==> src/rtl/circle_angle_sequencer.sv <==
`default_nettype none
// circle_angle_sequencer: feeds a CORDIC with the base-2 van der Corput angle
// sequence and streams each cosine/sine result out as a unit-circle point.
module circle_angle_sequencer #(
    parameter int ANGLE_W = 16,
    parameter int DATA_W  = 32,
    parameter int TIMEOUT = 64
) (
    input  logic               clk,
    input  logic               rst_n,
    input  logic               run,
    input  logic               seed_load,
    input  logic [ANGLE_W-1:0] seed,
    output logic               cordic_start,
    output logic [ANGLE_W-1:0] cordic_angle,
    input  logic               cordic_ready,
    input  logic               cordic_done,
    input  logic [DATA_W-1:0]  cordic_cosine,
    input  logic [DATA_W-1:0]  cordic_sine,
    output logic               pt_valid,
    input  logic               pt_ready,
    output logic [DATA_W-1:0]  pt_x,
    output logic [DATA_W-1:0]  pt_y,
    output logic [ANGLE_W-1:0] pt_index,
    output logic               busy,
    output logic               err_timeout
);
    localparam int CNT_W = $clog2(TIMEOUT + 1);

    localparam logic [1:0] ST_IDLE  = 2'd0;
    localparam logic [1:0] ST_ISSUE = 2'd1;
    localparam logic [1:0] ST_WAIT  = 2'd2;
    localparam logic [1:0] ST_HOLD  = 2'd3;

    logic [1:0]         state;
    logic [ANGLE_W-1:0] k;
    logic [CNT_W-1:0]   wait_cnt;
    logic [ANGLE_W-1:0] idx_next;
    logic [ANGLE_W-1:0] idx_after;

    function automatic logic [ANGLE_W-1:0] bitrev(input logic [ANGLE_W-1:0] v);
        logic [ANGLE_W-1:0] r;
        for (int i = 0; i < ANGLE_W; i++) begin
            r[i] = v[ANGLE_W-1-i];
        end
        return r;
    endfunction

    // k is the last emitted index; idx_after is needed when accepting a point
    // and immediately loading the angle for the one after it.
    assign idx_next     = k + ANGLE_W'(1);
    assign idx_after    = k + ANGLE_W'(2);
    assign cordic_start = (state == ST_ISSUE) && cordic_ready;
    assign pt_valid     = (state == ST_HOLD);
    assign busy         = (state != ST_IDLE);

    always_ff @(posedge clk or negedge rst_n) begin
        if (!rst_n) begin
            state        <= ST_IDLE;
            k            <= '0;
            wait_cnt     <= '0;
            cordic_angle <= '0;
            pt_x         <= '0;
            pt_y         <= '0;
            pt_index     <= '0;
            err_timeout  <= 1'b0;
        end else begin
            case (state)
                ST_IDLE: begin
                    if (seed_load) begin
                        k           <= seed;
                        err_timeout <= 1'b0;
                    end else if (run) begin
                        cordic_angle <= bitrev(idx_next);
                        state        <= ST_ISSUE;
                    end
                end
                ST_ISSUE: begin
                    if (cordic_ready) begin
                        wait_cnt <= '0;
                        state    <= ST_WAIT;
                    end else if (!run) begin
                        state <= ST_IDLE;
                    end
                end
                ST_WAIT: begin
                    if (cordic_done) begin
                        pt_x     <= cordic_cosine;
                        pt_y     <= cordic_sine;
                        pt_index <= idx_next;
                        state    <= ST_HOLD;
                    end else if (wait_cnt == CNT_W'(TIMEOUT - 1)) begin
                        // Abort leaves k untouched so the same index is retried.
                        err_timeout <= 1'b1;
                        state       <= ST_IDLE;
                    end else begin
                        wait_cnt <= wait_cnt + CNT_W'(1);
                    end
                end
                ST_HOLD: begin
                    if (pt_ready) begin
                        k <= idx_next;
                        if (run) begin
                            cordic_angle <= bitrev(idx_after);
                            state        <= ST_ISSUE;
                        end else begin
                            state <= ST_IDLE;
                        end
                    end
                end
                default: state <= ST_IDLE;
            endcase
        end
    end
endmodule
`default_nettype wire
==> config.mk <==
export PLATFORM = sky130hd
export DESIGN_NAME = circle_angle_sequencer
export DESIGN_NICKNAME = d
export VERILOG_FILES = /design/src/rtl/circle_angle_sequencer.sv
export SDC_FILE = /design/constraint.sdc
export NUM_CORES = 1
export LEC_CHECK = 0
export BUFFER_PORTS_ARGS = -buffer_cell sky130_fd_sc_hd__buf_2
export CORE_AREA = 3 3 106 108
export DETAILED_ROUTE_END_ITERATION = 16
export DIE_AREA = 0 0 109 111
export PLACE_DENSITY = 0.93
export RECOVER_POWER = 25
export SYNTH_ARGS = -nofsm -noshare
export SYNTH_HDL_FRONTEND = slang
export SYNTH_SLANG_ARGS = --single-unit
==> constraint.sdc <==
create_clock -name clk -period 3.25 [get_ports clk]
set_input_delay 0.4875 -clock clk [delete_from_list [all_inputs] [get_ports clk]]
set_output_delay 0.4875 -clock clk [all_outputs]
set_load 0.01 [all_outputs]
==> results.rst <==
.. list-table::
   :header-rows: 1

   * - Metric
     - Value
   * - Crit Path Class
     - reg2reg
   * - Pwr dens
     - 1030 nW/µm²
   * - Final Instance Count excl. Fillers
     - 826
   * - Type of origin of the critical path
     - register
   * - Final nets
     - 770
   * - Most used standard cell by instance count after synthesis
     - dfrtp_1
   * - Bufs on Longest Clock Path
     - 2
   * - Number of placement rows
     - 37
   * - Peak ir drop on the vdd network
     - 0.480 mV
   * - Critical path required time
     - 3640 ps
   * - Initial cell density of the core
     - 0.548
   * - Async SR Flop Fraction
     - 1.00
   * - Final min period
     - 2360 ps
   * - Max-Cap Viols
     - 0
   * - Peak per-stage delay on the critical path
     - 460 ps
   * - Pre-CTS setup slack
     - 968 ps
   * - Cell type contributing the most total cell area after synthesis
     - dfrtp_1
   * - Fillcell total
     - 697
   * - Crit share post-route
     - 0.725
   * - Post-Layout Inst Area
     - 7210 µm²
   * - Placer Congestion
     - 0.925
   * - Iteration count of the initial detailed-routing pass
     - 5
   * - Most frequent cells after synthesis
     - 122 x dfrtp_1, 68 x mux2_2, 57 x nand2_1
   * - Flip-flop cell with the highest count after synthesis
     - dfrtp_1
   * - Number of enable flip-flop cells after synthesis
     - 0
   * - TritonCTS clock tree
     - yes
   * - Number of buffers created by CTS
     - 17
   * - Setup ws final
     - 894 ps
   * - Worst EP arrival
     - 2750 ps
   * - Maximum number of pins on one net before global-route repair
     - 97
   * - Overall via count from detail_route
     - 4676
   * - Overflow left after global routing
     - 0
   * - Achievable clock frequency
     - 425 MHz
   * - Final Max Tran Viols
     - 0
   * - Aggregate global-route resource usage
     - 0.256
   * - Cells after synthesis
     - 500
   * - First-iteration detailed-routing DRC count
     - 456
   * - Number of warning messages in the yosys log
     - 0
   * - Sequential share of the synthesized area
     - 0.540
   * - First-pass GRT wire length
     - 24000 µm
   * - Headroom to the max-slew limit
     - 0.0489
   * - Syn_area_per_cell
     - 11.3 µm²
   * - Cell area after placement
     - 6660 µm²
   * - Number of gates given a new drive strength after cts
     - 0
   * - Via-per-instance ratio
     - 5.66
   * - Cell at the root of the clock tree
     - clkbuf_8
   * - Cell type of the slowest stage on the worst timing path
     - nor4_1
   * - Path category of the worst min-delay check
     - in2reg
   * - Synthesized flop and latch total
     - 122
   * - Number of clock sinks
     - 122
   * - Cell types with the largest area share after synthesis
     - dfrtp_1 54%, mux2_2 14%, nand2_1 3.8%, o21ai_0 3.5%, xnor2_1 2.3%
   * - Synth Net Count
     - 594
   * - Insertion delay to the later sink of the worst-skew pair
     - 520 ps
   * - Total Power Consumption
     - 0.00744 W
   * - Number of global-route vias before repair
     - 4556
   * - Final routed DRC violation total
     - 0
   * - Area of the placeable core
     - 10300 µm²
   * - Boundary Pins
     - 187
   * - Count of port buffers added during placement
     - 186
   * - Kind of end point of the critical path
     - register
   * - Reported leakage power
     - 3.45 nW
   * - Setup repair after global routing missed its margin
     - false
   * - Wire length per cell after detailed routing
     - 18.8 µm
   * - Overall routed net length
     - 15500 µm
   * - Total of hold buffers inserted after clock tree synthesis
     - 0
   * - Half-perimeter wire length after detailed placement
     - 11100 µm
   * - Antenna violations before repair
     - 1
   * - Transition time at the pin with the least slew margin
     - 1430 ps
   * - Area share of the largest cell type after synthesis
     - 0.540
   * - Setup clock skew after layout
     - 11.4 ps
   * - Netlist area before placement
     - 5650 µm²
   * - Die height
     - 111 µm
   * - Hold violation count in the final report
     - 0
   * - Setup total negative slack
     - 0 ps
   * - Antenna Nets Post-Route
     - 0
   * - Fraction of final layout cells sized beyond drive strength 1
     - 0.435
   * - Crit path max-delay family
     - simple AND/OR/NAND/NOR gates
   * - Die span in x
     - 109 µm
   * - CTS H-tree lvls
     - 4
   * - Die footprint
     - 12100 µm²
   * - Largest fanout on the critical path
     - 12
   * - Post-CTS setup-driven buffer insertion count
     - 0
   * - Distinct cell type count after synthesis
     - 48
   * - Worst path buffer plus inverter count
     - 1
   * - Cell Count Post-Placement
     - 793
   * - Clock transition at the registers of the reported paths
     - 60 ps
   * - Cell breakdown of the critical path
     - inv_1 > ha_1 > nor2_1 > a211o_1 > nor4_1 > mux2_2
   * - Area growth from synthesis to layout
     - 27.6%
   * - Status
     - completed
   * - Endpoints failing setup
     - 0
## worst paths after layout
check	startpoint	end	slack (ps)	depth (start not counted)
min reg2reg	cordic_angle[9]	cordic_angle[9]	480	2
max	state[0]	wait_cnt[5]	890	6
min in group asynchronous	rst_n	pt_y[23]	300	1
max reg2reg	state[0]	wait_cnt[5]	890	6
max in group asynchronous	rst_n	k[1]	1230	2
min	cordic_sine[19]	pt_y[19]	200	2
## layout make-up
type	count	area (µm²)	share of cell area
inverter	10	37.5	0.00520
sequential	122	3050	0.423
timing repair buffer	193	981	0.136
clock buffer	18	418	0.0579
multi-input combinational	332	2400	0.333
clock inverter	14	149	0.0206
tap	136	170	0.0236
antenna	1	2.50	0.000347
## state kept, by name, summed over array words and instances, names as in the netlist
signal / flops
cordic_angle: 16
state: 2
pt_x: 32
err_timeout: 1
pt_index: 16
pt_y: 32
k: 16
wait_cnt: 7
## cell usage in the layout (no fill, tap or decap), types with 7 or more instances in the layout
master	synthesis	routed
ha_1	7	7
xor2_1	10	10
mux2_2	68	68
nor2_1	14	14
nand3_1	9	9
xnor2_1	15	15
buf_2	7	185
dfrtp_1	122	122
clkbuf_16	0	16
nor3_1	10	10
nand2_1	57	56
a2bb2oi_1	10	10
a21oi_1	18	18
inv_1	10	10
o21ai_0	40	40
## kinds of logic (layout without fill, tap and decap cells)
group                      Yosys count  after routing  synth area share
adders and majority gates            7              7            0.0155
AOI/OAI and AO/OA                   98             98             0.106
and+or+nand+nor                    129            129             0.119
DFF                                122            122             0.540
xor gates and xnor gates            25             25            0.0387
other                                0              1                 0
buffers and inverters               46            235            0.0365
muxes                               73             73             0.144
## routing by layer
metal / global-route usage / routed length [µm] / part of all wire / vias up
met2: 0.430 / 7920 / 0.51 / 250
li1: - / - / - / 2130
met4: 0.0825 / 219 / 0.014 / 0
met3: 0.0571 / 1250 / 0.081 / 20
met5: 0 / 0 / 0 / -
met1: 0.328 / 6110 / 0.39 / 2276
## metrics by stage
step	util	hold slack [ps]
floorplan	-	192
global placement	0.645	460
detailed placement	0.645	469
CTS	0.700	48.5
global route	0.699	187
finish	0.699	203
## report_power, final
part	leakage, nW	internal, W	switching, W
logic	1.69	0.00127	0.00156
registers	1.49	0.00222	0.000606
clock network	0.268	0.00109	0.000702
total	3.45	0.00458	0.00286
Power figures use the tool's default switching activity.
